[src/rtl/any1_pkg.sv]
// Shared types for the ANY-1 memory-operation sequencer.
package any1_pkg;

  localparam int NELEM = 64;
  localparam int STEPW = 6;

  typedef enum logic [2:0] {
    IDLE  = 3'd0,
    AGEN  = 3'd1,
    REQ   = 3'd2,
    DONE  = 3'd3,
    FAULT = 3'd4
  } MemSeqState;

  typedef enum logic [1:0] {
    MSK_SCALAR = 2'd0,
    MSK_VECTOR = 2'd1,
    MSK_MULTI  = 2'd2
  } MemSeqKind;

  // Reduce the incoming mask to the elements an operation will actually touch.
  function automatic logic [NELEM-1:0] eff_mask(input logic [1:0] kind,
                                                input logic [6:0] vl,
                                                input logic [NELEM-1:0] mask);
    logic [NELEM-1:0] len_mask;
    len_mask = (vl >= 7'd64) ? '1 : ((64'd1 << vl) - 64'd1);
    case (kind)
      MSK_SCALAR: eff_mask = 64'd1;
      MSK_VECTOR: eff_mask = mask & len_mask;
      default:    eff_mask = mask;
    endcase
  endfunction

endpackage

[src/rtl/any1_ffo64.sv]
// Combinational find-first-one over a 64-bit vector (lowest set bit wins).
module any1_ffo64
  import any1_pkg::*;
(
  input  logic [NELEM-1:0] vec,
  output logic [STEPW-1:0] idx,
  output logic             none
);

  // Scan from the top so the lowest set bit is the last one written.
  always_comb begin
    idx  = '0;
    none = 1'b1;
    for (int i = NELEM - 1; i >= 0; i--) begin
      if (vec[i]) begin
        idx  = STEPW'(i);
        none = 1'b0;
      end
    end
  end

endmodule

[src/rtl/any1_mem_seq.sv]
// Memory-operation sequencer: walks the active elements of a load/store and
// issues one req/ack memory transaction per element.
module any1_mem_seq
  import any1_pkg::*;
(
  input  logic             clk,
  input  logic             rst,
  input  logic             start,
  input  logic [1:0]       kind,
  input  logic             is_store,
  input  logic [6:0]       vl,
  input  logic [NELEM-1:0] mask,
  input  logic             kill,
  output logic [STEPW-1:0] step,
  output logic [STEPW-1:0] ord,
  output logic             mem_req,
  output logic             mem_we,
  input  logic             mem_ack,
  input  logic             mem_fault,
  output logic             busy,
  output logic             done,
  output logic             fault,
  output logic [STEPW-1:0] fault_step
);

  MemSeqState       state;
  logic [NELEM-1:0] act_mask;
  logic             we_lat;
  logic             kill_pend;

  logic [NELEM-1:0] eff_in;
  logic [NELEM-1:0] next_vec;
  logic [STEPW-1:0] first_idx;
  logic             first_none;
  logic [STEPW-1:0] next_idx;
  logic             next_none;

  assign eff_in = eff_mask(kind, vl, mask);

  // Shifting 2 by step clears every element up to and including the current one;
  // at step 63 the shift overflows to zero, leaving no candidates.
  assign next_vec = act_mask & ~((64'd2 << step) - 64'd1);

  any1_ffo64 u_ffo_first (
    .vec  (eff_in),
    .idx  (first_idx),
    .none (first_none)
  );

  any1_ffo64 u_ffo_next (
    .vec  (next_vec),
    .idx  (next_idx),
    .none (next_none)
  );

  assign busy = (state != IDLE);

  always_ff @(posedge clk or negedge rst) begin
    if (!rst) begin
      state      <= IDLE;
      act_mask   <= '0;
      we_lat     <= 1'b0;
      kill_pend  <= 1'b0;
      step       <= '0;
      ord        <= '0;
      fault_step <= '0;
      mem_req    <= 1'b0;
      mem_we     <= 1'b0;
      done       <= 1'b0;
      fault      <= 1'b0;
    end else begin
      done  <= 1'b0;
      fault <= 1'b0;
      case (state)
        IDLE: begin
          if (start && !kill) begin
            act_mask  <= eff_in;
            we_lat    <= is_store;
            kill_pend <= 1'b0;
            ord       <= '0;
            if (first_none) begin
              state <= DONE;
              done  <= 1'b1;
            end else begin
              step  <= first_idx;
              state <= AGEN;
            end
          end
        end
        AGEN: begin
          if (kill) begin
            state <= IDLE;
          end else begin
            state   <= REQ;
            mem_req <= 1'b1;
            mem_we  <= we_lat;
          end
        end
        REQ: begin
          // The request is never withdrawn early; a kill only takes effect at ack.
          if (mem_ack) begin
            mem_req <= 1'b0;
            mem_we  <= 1'b0;
            if (mem_fault) fault_step <= step;
            if (kill || kill_pend) begin
              state     <= IDLE;
              kill_pend <= 1'b0;
            end else if (mem_fault) begin
              state <= FAULT;
              fault <= 1'b1;
            end else begin
              ord <= ord + 1'b1;
              if (next_none) begin
                state <= DONE;
                done  <= 1'b1;
              end else begin
                step  <= next_idx;
                state <= AGEN;
              end
            end
          end else if (kill) begin
            kill_pend <= 1'b1;
          end
        end
        DONE:    state <= IDLE;
        FAULT:   state <= IDLE;
        default: state <= IDLE;
      endcase
    end
  end

endmodule

[config.mk]
export PLATFORM = sky130hd
export DESIGN_NAME = any1_mem_seq
export DESIGN_NICKNAME = d
export VERILOG_FILES = /design/src/rtl/any1_pkg.sv /design/src/rtl/any1_ffo64.sv /design/src/rtl/any1_mem_seq.sv
export SDC_FILE = /design/constraint.sdc
export NUM_CORES = 1
export LEC_CHECK = 0
export ABC_CLOCK_PERIOD_IN_PS = 4900
export CAP_MARGIN = 40
export CELL_PAD_IN_SITES_DETAIL_PLACEMENT = 1
export CELL_PAD_IN_SITES_GLOBAL_PLACEMENT = 2
export CORE_UTILIZATION = 25
export CTS_CLUSTER_DIAMETER = 60
export DETAILED_ROUTE_END_ITERATION = 6
export GPL_ROUTABILITY_DRIVEN = 0
export PLACE_DENSITY_LB_ADDON = 0.1
export SKIP_CTS_REPAIR_TIMING = 1
export SYNTH_ARGS = -nofsm -noshare
export SYNTH_HDL_FRONTEND = slang
export SYNTH_HIERARCHICAL = 1
export SYNTH_SLANG_ARGS = --single-unit
[constraint.sdc]
create_clock -name clk -period 4.9 [get_ports clk]
set_clock_uncertainty 0.2 [all_clocks]
set_input_delay 1.47 -clock clk [delete_from_list [all_inputs] [get_ports clk]]
set_output_delay 1.47 -clock clk [all_outputs]
set_load 0.005 [all_outputs]
; ---- After elaboration in Yosys (flattened, before gate mapping)
; Cells that the tools add are included.
[totals]
reg_bits = 91
inputBits = 80
word_cells = 346
[classes]
reduce_logical = 15
bitwise_logic = 3
n_lt_le_gt_ge = 1
add_sub_neg = 3
muxes = 299
eq_ne = 12
shifts = 2
[ops]
columns = op, n
row1 = $mux W6, 138
row2 = $mux W1, 145
row3 = $and A64 B64 Y64, 2
row4 = $pmux W64 S2, 1
row5 = $sub A64 B1 Y64 const B, 2
row6 = $mux W64, 1
row7 = $not A64 Y64, 1
row8 = $shl A1 B7 Y64 const A, 1
row9 = $shl A2 B6 Y64 const A, 1
row10 = $pmux W6 S2, 2
row11 = $ne A2 B2 Y1 const B, 7
row12 = $mux W3, 4
row13 = $pmux W3 S3, 1
row14 = $pmux W1 S2, 4
row15 = $ge A7 B7 Y1 const B, 1
row16 = $reduce_and A7 Y1, 1
row17 = $add A6 B1 Y6 const B, 1
row18 = $mux W2, 3
row19 = $ne A3 B3 Y1 const B, 2
row20 = $reduce_and A3 Y1, 2
row21 = $reduce_and A5 Y1, 1
row22 = $reduce_and A2 Y1, 2
row23 = $reduce_and A4 Y1, 1
row24 = $reduce_bool A2 Y1, 2
row25 = other kinds (9), 9

; ---- Logic depth before layout (Yosys ltp)
; Gate-level depths: netlist of the first run.
[depth]
depth_word = 73
depth_mapped = 27
ltp_nobuf = 22

; ---- Cells and area by module
; The synthesis of the first run kept the hierarchy.
[by_module_without_submodules]
columns = module, cells_per_inst, instances, seq_area_each_um2, area_per_inst_um2
row1 = any1_mem_seq, 982, 1, 2252.2, 7636.1
row2 = any1_ffo64, 142, 2, 0.0, 762.0

; ---- Least setup slack after synthesis of the first run
; OpenSTA, ideal clock, no wires.
[synth_path]
path_kind = input -> register
start = in vl[4]
end = reg state[1]
path_buffers = 3
required_time_ns = 4.628
setup_ns = 0.072
stages = 22
path_slack_ns = -1.055
arrival_time_ns = 5.683
path_cell_list = clkbuf_1 > clkbuf_1 > clkbuf_1 > nor4_1 > nand2_1 > ha_1 > o31a_1 > nand3b_1 > nor4_1 > or3_1 > a31oi_1 > nor2b_1 > or4_1 > or2_4 > nor4_1 > nor2b_1 > a21oi_1 > o32ai_1 > nand3b_1 > a21oi_1 > a21oi_1 > nor2_1
[synth_via]
word_cells_on_any_way = 73
[synth_rtl]
columns = item, line
row1 = start: declaration, any1_mem_seq.sv:11  ; input logic [6:0] vl,
row2 = $shl A1 B7 Y64, any1_pkg.sv:26  ; len_mask = (vl >= 7'd64) ? '1 : ((64'd1 << vl) - 64'd1);
row3 = $sub A64 B1 Y64, any1_pkg.sv:26
row4 = $mux W64 *, any1_pkg.sv:26
row5 = $and A64 B64 Y64 *, any1_pkg.sv:29  ; MSK_VECTOR: eff_mask = mask & len_mask;
row6 = $pmux W64 S2 *, any1_pkg.sv:27  ; case (kind)
row7 = named net eff_in[46], any1_mem_seq.sv:31  ; logic [NELEM-1:0] eff_in;
row8 = $mux W1 * (47 in a row), any1_ffo64.sv:15  ; if (vec[i]) begin
row9 = named net first_none, any1_mem_seq.sv:34  ; logic first_none;
row10 = $mux W2 *, any1_mem_seq.sv:81  ; if (first_none) begin
row11 = $mux W3 *, any1_mem_seq.sv:76  ; if (start && !kill) begin
row12 = $pmux W3 S3 *, any1_mem_seq.sv:74  ; case (state)
row13 = end signal: assignment, any1_mem_seq.sv:82  ; state <= DONE;
row14 = end signal: assignment, any1_mem_seq.sv:86  ; state <= AGEN;
row15 = end signal: assignment, any1_mem_seq.sv:92  ; state <= IDLE;
row16 = end: declaration, any1_mem_seq.sv:26  ; MemSeqState state;
; The timed path passes the listed nets; every way through them passes the cells marked *. The select of a mux whose other input is x is not followed.
; A chain may end at the register's enable or synchronous reset.

; ---- Final worst setup path of the first run
[layout_path]
start = in vl[2]
end = reg state[1]
; The elaborated chain is that of the path after synthesis.

==> impl_metrics.ini, run 1 <==
[run_status]
status = complete, but fails checks
violations = negative setup slack

[power_and_ir_drop]
switching_share = 0.4156
seqPwrFrac = 0.269
power_density_mw_per_mm2 = 265.0
peakVddDrop_v = 0.0001620
p_int_mw = 2.217
p_sw_mw = 1.577
pwr-share-comb = 0.537
p_clk_frac = 0.194
p_leak_nw = 6.148

[setup_path]
r2r_slack_ps = -80
worstSetupPathType = primary input to flop
r2r_cells = 21
crit_required_ps = 4980
r2r_start = step[2]
cp-end-kind = flop
crit_fanout = 7
startpoint_type = primary input
reg2reg_to = state[1]
cp_data_arrival_time_ps = 5480

[cells_and_area]
final_nets = 1760
drive_gt1_frac = 0.3407
layout_common_cells = buf_4, nand2_1, nor2_1
syn_to_final_growth_pct = 56.33
regArea_mm2 = 0.002252
utilization = 0.3997
final_common_cell = buf_4
fillers = 4288
n_antenna_cell = 0
multi_input_area_mm2 = 0.007047
stdcell_count = 2143

[sta]
setup_slack_ps = -492.6
drv_slew = 0
rsz0062_at_grt = yes
setup_viol = 7
timing.final.crit_period_ps = 5393
max_freq_ghz = 0.1854
worstMarginPinSlew_ps = 881.7
fin_crit_sh = 1.101
relSlewSlack = 0.4077
hold_viol_final = 0
setup-tns-final_ps = -1924

[synthesis]
synthCells = 1266
synth_edf_count = 0
yosysWarnings = 6
synth_top_flop_cell = dfrtp_1
synth_top_area_cell = dfrtp_1
ys_seq_area_frac = 0.2459
synth_cell_type_count = 84
synth_top_area_share = 0.2459
syn_avg_cell_area_um2 = 7.235
synth_area_mm2 = 0.009160
ys_ff_latch = 90
ys_top_cells_by_area = dfrtp_1, mux2_2, nand2_1
async_flop_share = 1.000

[clock_tree]
htree_levels = 3
cts_made_buffers = 9
clock_latency_ps = 360
clk_pin_slew_ps = 70
clock_sink_count = 90
cts_root_buf = clkbuf_16
cts_tree = built
clockBufferDepth = 2

[placement]
dp_hpwl_um = 41490
place_inst = 2105
dp_worst_setup_slack_ps = -1657
io_buffers = 102

[drt]
via_per_inst = 5.462
vias = 11710
first_pass_iters = 7
routed_wl_um = 50230
drc_errors = 0
wire_per_inst_um = 23.44
drt_iter0_drc = 771
detail-route-antenna-nets = 0

[die]
die-area_mm2 = 0.03741
row_count = 69
core_area_mm2 = 0.03583
fp.dieH_um = 193.4
ios = 103
chipWidth_um = 193.4
start_util = 0.2557

[hold_path]
worstHoldPathCells = 2
hold_end = we_lat
min_path_type = flop to flop
min_from = we_lat

[global_routing]
grt.overflow.total = 0
grt_pass1_wl_um = 74650
grt_pass1_vias = 11990
antenna_found_initial = 0
grtUsageTotal = 0.2618
grt_max_degree = 62

[job]
drv_cap = 0
[layer usage]
| metal | wire [um] | part of all wire | track usage | vias up |
|---|---|---|---|---|
| li1 | - | - | - | 5502 |
| met1 | 23190 | 0.46 | 0.3552 | 5818 |
| met2 | 23950 | 0.48 | 0.4430 | 304 |
| met3 | 1518 | 0.030 | 0.01796 | 82 |
| met4 | 1563 | 0.031 | 0.08089 | 0 |
| met5 | 0 | 0 | 0 | - |
[per-stage QoR]
step | total power [mW] | cell area (um2) | hold WS (ps)
after floorplan | 2.002 | 9278 | 237.6
after global placement | 2.933 | 13200 | 265.0
after detailed placement | 2.950 | 13200 | 268.1
after CTS | 3.705 | 13510 | 287.6
after global routing | 4.011 | 14320 | 301.3
final | 3.795 | 14320 | 282.3
[synthesized netlist by cell type (all sizes together), types with 19 or more instances]
cell	instances
mux2	52
clkbuf	64
o21a	35
nor2	126
nand2	144
inv	37
a21oi	104
buf	19
a31oi	21
nor4	43
and3	24
nor3	59
dfrtp	90
nor2b	40
nand3	43
o21ai	89
and2	19
[area by class of cell]
class                   instances  area share
multi-input cells            1058      0.4921
repair buffers                480      0.2788
flip-flops and latches         90      0.1573
well taps                     461     0.04028
clock buffers                  10     0.01669
inverters                      38    0.009961
clock inverters                 6    0.004893
[kinds of logic after synthesis]
| family | after synthesis | synth area share |
|---|---|---|
| adders and majority gates | 3 | 0.004098 |
| muxes | 59 | 0.07198 |
| AOI/OAI and AO/OA | 379 | 0.2709 |
| and+or+nand+nor | 587 | 0.3285 |
| xor gates and xnor gates | 26 | 0.02486 |
| DFF | 90 | 0.2459 |
| buffers and inverters | 121 | 0.05341 |
| other | 1 | 0.0004094 |
[sequential cells by signal, indices dropped and copies added, names as in the netlist]
name / cells
mem_we: 1
state: 3
kill_pend: 1
step: 6
done: 1
mem_req: 1
ord: 6
we_lat: 1
act_mask: 63
fault: 1
fault_step: 6
[power groups by stage]
stage / registers, mW / clock network [mW] / logic [mW]
3_3_place_gp: 1.03 / 0 / 1.91
5_1_grt: 1.04 / 0.779 / 2.20
4_1_cts: 1.02 / 0.756 / 1.93
3_5_place_dp: 1.03 / 0 / 1.92
6_report: 1.02 / 0.738 / 2.04
2_1_floorplan: 0.949 / 0 / 1.05
[critical path, stage by stage]
cell and delay [ps]:
buf_12 110, buf_6 120, or4_4 530, o31a_1 280
nand3b_1 270, nor4_4 70, or3_4 400, a31oi_4 180
nor2b_2 60, or4_4 480, or2_4 270, nor4_4 200
buf_4 150, nor2b_4 140, a21oi_2 50, o32ai_2 250
nand3b_1 140, a21oi_2 150, a21oi_1 50, nor2_1 90
[worst max path at each step]
stage                          end  startpoint  slack [ps]
final                     state[1]       vl[2]        -490
after detailed placement  state[1]       vl[3]       -1660
after floorplan           state[1]       vl[2]        -760
after global routing      state[1]       vl[0]        -730
after global placement    state[1]       vl[3]       -1590
after CTS                 state[1]       vl[3]       -1320
No activity file was read; power rests on OpenSTA's default activity.
==> run 2, diff against run 1 <==
--- a/config.mk
+++ b/config.mk
@@ -5,10 +5,11 @@
 export SDC_FILE = /design/constraint.sdc
 export NUM_CORES = 1
 export LEC_CHECK = 0
-export ABC_CLOCK_PERIOD_IN_PS = 4900
+export ABC_CLOCK_PERIOD_IN_PS = 4500
 export CAP_MARGIN = 40
 export CELL_PAD_IN_SITES_DETAIL_PLACEMENT = 1
 export CELL_PAD_IN_SITES_GLOBAL_PLACEMENT = 2
+export CORE_ASPECT_RATIO = 2
 export CORE_UTILIZATION = 25
 export CTS_CLUSTER_DIAMETER = 60
 export DETAILED_ROUTE_END_ITERATION = 6
@@ -19,3 +20,4 @@
 export SYNTH_HDL_FRONTEND = slang
 export SYNTH_HIERARCHICAL = 1
 export SYNTH_SLANG_ARGS = --single-unit
+export TNS_END_PERCENT = 10
==> constraint.sdc (replaced) <==
create_clock -name clk -period 4.5 [get_ports clk]
set_clock_uncertainty 0.2 [all_clocks]
set_input_delay 1.35 -clock clk [delete_from_list [all_inputs] [get_ports clk]]
set_output_delay 1.35 -clock clk [all_outputs]
set_load 0.005 [all_outputs]
==> run 2 against run 1 <==
The flow still finishes with violations (negative setup slack). Sequential share of layout area shrank 0.59 points. Setup slack lost 320 ps. Clock power grew 19%. Non-clock buffer count grew 88. Critical path depth grew 2. Via count grew 3.9%. Sequential power grew 5%. Hold slack lost 5.2 ps. Count of clock-buffer cells in the layout is the same. Flip-flop and latch count is the same. Critical path type unchanged.
==> impl_metrics.ini, run 2 (synthesis results as in run 1) <==
[drt]
drt_iter0_drc = 486
detail-route-antenna-nets = 0
first_pass_iters = 5
vias = 12160
drc_errors = 0
via_per_inst = 5.477
routed_wl_um = 55040
wire_per_inst_um = 24.79

[cells_and_area]
largest_register_ffs = 63
final_nets = 1848
layout_common_cells = buf_4, nand2_1, nor2_1
final_common_cell = buf_4
utilization = 0.4140
drive_gt1_frac = 0.3621
n_antenna_cell = 0
syn_to_final_growth_pct = 62.38
top_register = act_mask

[sta]
rsz0062_at_grt = yes
setup_viol = 8
relSlewSlack = 0.4856
fin_crit_sh = 1.181
setup_slack_ps = -813.6
worstMarginPinSlew_ps = 768.7
drv_slew = 0
max_freq_ghz = 0.1882
setup-tns-final_ps = -5043
holdWs_ps = 277.1
hold_viol_final = 0
timing.final.crit_period_ps = 5314

[hold_path]
min_path_type = flop to flop
min_from = act_mask[2]
hold_end = act_mask[2]
worstHoldPathCells = 2

[die]
start_util = 0.2550
chipWidth_um = 137.4
fp.dieH_um = 272.7
die-area_mm2 = 0.03746
ios = 103
row_count = 98
core_area_mm2 = 0.03593

[power_and_ir_drop]
peakVddDrop_v = 0.0002162
p_leak_nw = 6.603
power_mw = 4.498
power_density_mw_per_mm2 = 302.4

[clock_tree]
cts_root_buf = clkbuf_16
clock_latency_ps = 370
cts_tree = built
htree_levels = 3
clock_sink_count = 90
cts_made_buffers = 9
clockBufferDepth = 2
clk_pin_slew_ps = 70

[setup_path]
r2r_cells = 24
reg2reg_to = state[1]
r2r_slack_ps = -320
startpoint_type = primary input
crit_fanout = 13
cp-startpoint = vl[6]
r2r_start = step[3]
cp-end-kind = flop
cp_data_arrival_time_ps = 5360
worstSetupPathType = primary input to flop
crit_required_ps = 4550

[global_routing]
antenna_found_initial = 1
use_met2 = 0.5980
gr-usage-met1 = 0.2652
use_met3 = 0.02949
grt_max_degree = 42
grt_pass1_vias = 13180
grt_pass1_wl_um = 81210
grt.overflow.total = 0
grt_busiest_layer = met2
grtUsageTotal = 0.3014

[job]
drv_cap = 0

[placement]
dp_worst_setup_slack_ps = -1897
dp_hpwl_um = 46140
io_buffers = 102

[run_status]
violations = negative setup slack
status = complete, but fails checks
## run 2: per-layer routing
metal | up-vias | wire (um)
li1 | 5673 | -
met1 | 6006 | 17630
met2 | 300 | 31080
met3 | 179 | 1160
met4 | 0 | 5163
met5 | - | 0
## run 2: area by class of cell
class | count | area, um2
multi-input combinational | 1058 | 6868
inverter | 38 | 142.6
timing repair buffer | 568 | 4715
clock buffer | 10 | 239.0
tap | 450 | 563.0
clock inverter | 6 | 95.09
fill | 4425 | 21050
sequential | 90 | 2252
## run 2: where the power goes
group	switching [mW]	internal [mW]	total, mW
Clock	0.373	0.508	0.881
Combinational	1.35	1.20	2.55
Sequential	0.105	0.962	1.07
Total	1.83	2.67	4.50
## run 2: worst max-delay path by stage
stage,endpoint,slack [ps],cells after the start
floorplan,state[1],-1040,23
global placement,state[1],-1880,20
detailed placement,state[1],-1900,20
CTS,state[1],-1530,20
global route,state[1],-960,27
finish,step[0],-810,22
## run 2: stage by stage
stage          area, um2  instances
6_report           14870       2220
3_3_place_gp       13960       2187
5_1_grt            14870       2220
3_5_place_dp       13990       2190
2_1_floorplan       9268       1269
4_1_cts            14330       2206
## run 2: critical path, cell delays in order
cell and delay (ps):
buf_4 110, buf_6 120, buf_12 140, buf_12 150
and3b_1 190, a32oi_1 210, o211ai_1 140, buf_4 190
nor4_4 400, buf_4 200, a31o_2 160, a31oi_2 90
nor2b_2 140, buf_4 120, nand2b_1 110, a221oi_1 80
nor4_1 340, o221ai_1 260, a31oi_2 350, o211ai_1 160
mux2i_1 250, o21ai_1 80
==> run 3, diff against run 2 <==
--- a/config.mk
+++ b/config.mk
@@ -10,11 +10,12 @@
 export CELL_PAD_IN_SITES_DETAIL_PLACEMENT = 1
 export CELL_PAD_IN_SITES_GLOBAL_PLACEMENT = 2
 export CORE_ASPECT_RATIO = 2
-export CORE_UTILIZATION = 25
+export CORE_UTILIZATION = 30
 export CTS_CLUSTER_DIAMETER = 60
 export DETAILED_ROUTE_END_ITERATION = 6
 export GPL_ROUTABILITY_DRIVEN = 0
 export PLACE_DENSITY_LB_ADDON = 0.1
+export SETUP_SLACK_MARGIN = 0.05
 export SKIP_CTS_REPAIR_TIMING = 1
 export SYNTH_ARGS = -nofsm -noshare
 export SYNTH_HDL_FRONTEND = slang
==> run 3 against run 2 <==
Setup slack better by 45 ps. Global-route usage up 4.2 points. Utilization up 6.9 points. Routed wire length down 2.7%. Hold slack better by 4.8 ps. Non-clock buffer count down 23. Clock power down 14%. Die area down 16%. Sequential share of layout area up 0.37 points. Cell count down 4.7%. The flow finishes with violations (design-rule violations, negative setup slack). Count of clock-buffer cells in the layout unchanged. Via count up 1.1%.
==> impl_metrics.ini, run 3 (synthesis results as in run 1) <==
[cells_and_area]
stdcell_count = 2115
final_common_cell = buf_4
largest_register_ffs = 63
layout_common_cells = buf_4, nand2_1, nor2_1
final_nets = 1825
top_register = act_mask
final_area_mm2 = 0.01452
multi_input_area_mm2 = 0.006887
syn_to_final_growth_pct = 58.48
drive_gt1_frac = 0.3549
utilization = 0.4828
n_antenna_cell = 0
regArea_mm2 = 0.002252
fillers = 3738

[sta]
setup_viol = 8
hold_viol_final = 0
rsz0062_at_grt = yes
timing.final.crit_period_ps = 5269
relSlewSlack = 0.4929
max_freq_ghz = 0.1898
fin_crit_sh = 1.171
setup-tns-final_ps = -4605
worstMarginPinSlew_ps = 757.8
setup_slack_ps = -768.8
drv_slew = 0
holdWs_ps = 281.9

[global_routing]
use_met2 = 0.6544
grt_pass1_vias = 13390
antenna_found_initial = 1
grt.overflow.total = 0
grt_pass1_wl_um = 79210
grtUsageTotal = 0.3433
gr-usage-met1 = 0.2944
grt_busiest_layer = met2
grt_max_degree = 91
use_met3 = 0.04381

[drt]
routed_wl_um = 53570
drc_errors = 4
vias = 12290
first_pass_iters = 7
drt_iter0_drc = 531
wire_per_inst_um = 25.33
detail-route-antenna-nets = 0
via_per_inst = 5.810

[clock_tree]
clock_latency_ps = 380
cts_root_buf = clkbuf_16
clock_sink_count = 90
cts_made_buffers = 9
clk_pin_slew_ps = 70
htree_levels = 3
cts_tree = built
clockBufferDepth = 2

[placement]
place_inst = 2087
placed_area_mm2 = 0.01372
io_buffers = 102
dp_hpwl_um = 44140
dp_worst_setup_slack_ps = -2058

[setup_path]
slowest_delay_ps = 480
crit_required_ps = 4610
startpoint_type = primary input
path_buf_inv = 7
crit_fanout = 11
crit_family = simple AND/OR/NAND/NOR gates
cp-end-kind = flop
slowest_stage = or4_4
worstSetupPathType = primary input to flop
worstPathCellList = buf_6, buf_6, buf_4, buf_4, nand2b_1, a31oi_1, buf_4, o211ai_1, buf_4, nor4_4, or3_4, a31oi_4, nor2b_2, or4_4, or2_4, nor4_4, buf_4, nor2b_4, a21oi_2, o32ai_2, nand3b_1, a21oi_2, a21oi_1, nor2_1
crit_path_frequent_cell = buf_4
cp_data_arrival_time_ps = 5380

[die]
start_util = 0.3047
row_count = 90
chipWidth_um = 125.6
ios = 103
core_area_mm2 = 0.03007
fp.dieH_um = 249.1
die-area_mm2 = 0.03128

[run_status]
status = complete, but fails checks
violations = design-rule violations, negative setup slack

[power_and_ir_drop]
p_leak_nw = 6.418
power_mw = 4.358
power_density_mw_per_mm2 = 300.2
peakVddDrop_v = 0.0001845

[hold_path]
min_path_type = flop to flop

[job]
drv_cap = 0
-- run 3: final timing paths --
check | from | end | slack, ps | depth (start not counted)
max in group asynchronous | rst | act_mask[57] | 2880 | 2
max | vl[0] | state[1] | -770 | 24
min in group asynchronous | rst | fault_step[2] | 810 | 2
min | act_mask[17] | act_mask[17] | 280 | 2
max reg2reg | step[2] | state[1] | -400 | 23
min reg2reg | act_mask[17] | act_mask[17] | 280 | 2
-- run 3: cell type report --
| type | instances | share of cell area |
|---|---|---|
| multi-input combinational | 1058 | 0.4744 |
| timing repair buffer | 545 | 0.3098 |
| sequential | 90 | 0.1551 |
| tap | 368 | 0.03172 |
| clock buffer | 10 | 0.01577 |
| inverter | 38 | 0.009826 |
| clock inverter | 6 | 0.003361 |
-- run 3: per-layer routing --
metal	vias to the layer above	part of all wire
met5	-	0
met2	407	0.54
met3	234	0.031
met4	0	0.12
li1	5639	-
met1	6008	0.32
-- run 3: worst min-delay path, cell delays in order (launching register included) --
cell	delay, ps
dfrtp_1	350
nand2_1	50
nand2_1	50
-- run 3: where the power goes --
part           switching, mW  internal, mW
clock network          0.380         0.381
logic                   1.33          1.20
registers              0.111         0.962
==> edit, RTL diff (config.mk and constraints of run 3) <==
Change the package constant `STEPW` from 6 to 3.
--- a/src/rtl/any1_pkg.sv
+++ b/src/rtl/any1_pkg.sv
@@ -3,5 +3,5 @@
 
   localparam int NELEM = 64;
-  localparam int STEPW = 6;
+  localparam int STEPW = 3;
 
   typedef enum logic [2:0] {
Ports: changed (resized fault_step, ord and step); port bits go from 103 to 94. The function was not compared with the original's and may differ.
==> edit against run 3 <==
  * The run ends with setup timing left
  * Area after synthesis shrank 18%
  * Sequential cell count shrank 9
  * First-iteration DRC count shrank 51%
  * Critical path depth shrank 7
  * Cell area shrank 24%
  * Hold slack gained 0.0014 ns
  * Synthesized cell count shrank 23%
  * Setup slack gained 0.58 ns
  * Highest routed layer unchanged
  * Total power shrank 22%
  * Routed wire length shrank 36%
==> edit: results (changes against run 3) <==
failed_checks: "setup timing"
reg2reg_depth: 13  # -43%
worstReg2RegStart: "step[1]"
synth_cell_types: 83  # -1.2%
grt_first_pass_wirelength_mm: 52.3  # -34%
slowest_delay_ns: 0.51  # +0.03 ns
insertion_delay_ns: 0.35  # -0.03 ns
fill_cells: 3015  # -19%
layout.cells.non_filler: 1591  # -25%
port_buffers: 93  # -8.8%
setup_violations: 5  # -3
ir_worst_vdd_v: 0.000202  # +9.2%
status: "finished, violations left"
path_max_fanout: 10  # -1
synth-seq-area-share_pct: 26.9  # +2.4 points
wire_per_inst_um: 21.6  # -15%
grt_pass1_vias: 9249  # -31%
dr.first_iter.drc_count: 261  # -51%
firstDrtPassIters: 4  # -3
leakage_nw: 4.79  # -25%
tns_ns: -0.749  # +3.86 ns
arrival_ns: 4.78  # -0.60 ns
tightest_slew_ns: 0.784  # +0.0267 ns
synth.avg_cell_area_um2: 7.73  # +6.8%
hpwl_mm: 29.5  # -33%
critPathTopFamily: "simple AND/OR/NAND/NOR gates"
synthTopCellsByArea: "dfrtp_1, mux2_2, nor2b_1"
fin_nets: 1338  # -27%
worst_slack_ns: -0.192  # +0.576 ns
vias_per_cell: 5.38  # -7.4%
cts_buffers: 9  # unchanged
place_ws_ns: -1.20  # +0.860 ns
cp-startpoint: "vl[2]"
min-delay-start: "act_mask[40]"
[edit: cell count changes in the layout (fill, tap and decap cells not counted), sizes merged, moves of 10 or more]
cell / delta
nand2: -49
nor2b: +18
a21oi: -40
nor2: -32
nor3: -22
nor4: -22
and3: -15
o21ai: -43
o21a: -14
buf: -191
a31oi: -14
mux2: +10
[edit: metrics by stage]
stage,power [mW],utilization [%],area (um^2)
6_report,3.39,44.8,11000
5_1_grt,3.61,44.8,11000
4_1_cts,3.43,44.0,10800
3_5_place_dp,2.64,42.7,10500
3_3_place_gp,2.60,42.6,10500
2_1_floorplan,1.95,-,7630
[edit: layout make-up]
class / instances / area share, %
tap: 332 / 3.78
sequential: 81 / 18.4
multi-input combinational: 783 / 47.4
inverter: 35 / 1.24
clock inverter: 4 / 0.467
clock buffer: 12 / 2.33
timing repair buffer: 344 / 26.3
[edit: layer usage]
metal  global-route usage, %  wire, um
met3                    2.07       624
met2                    54.1     19300
met4                    22.7      2980
met1                    25.1     11400
met5                       0         0
[edit: worst paths after layout]
path	endpoint	slack (ns)
worst max-delay path	state[1]	-0.19
worst min-delay path	act_mask[40]	0.28
worst max register to register	state[1]	0.36
worst min register to register	act_mask[40]	0.28
max in group asynchronous	act_mask[59]	2.78
min in group asynchronous	act_mask[2]	0.71
[edit: power by group through the flow]
| stage | registers [mW] | logic, mW | clock network (mW) |
|---|---|---|---|
| 2_1_floorplan | 0.964 | 0.984 | 0 |
| 5_1_grt | 1.04 | 1.77 | 0.798 |
| 3_5_place_dp | 1.02 | 1.62 | 0 |
| 6_report | 1.01 | 1.63 | 0.758 |
| 4_1_cts | 1.01 | 1.63 | 0.788 |
| 3_3_place_gp | 1.01 | 1.59 | 0 |
[edit: tightest hold or removal path, delay by kind of cell (launching register included)]
| kind | cells | cell delay (ns) |
|---|---|---|
| compound gates | 1 | 0.05 |
| flops | 1 | 0.34 |
| simple gates | 1 | 0.05 |
[edit: kinds of logic (layout without fill, tap and decap cells)]
logic type	Yosys count	in the layout	share of synthesized area (%)
and+or+nand+nor	433	433	29.8
muxes	71	71	10.7
adders and majority gates	4	4	0.665
buffers and inverters	112	395	6.20
AOI/OAI and AO/OA	252	252	23.4
xor gates and xnor gates	19	19	2.21
DFF	81	81	26.9
other	1	4	0.0499
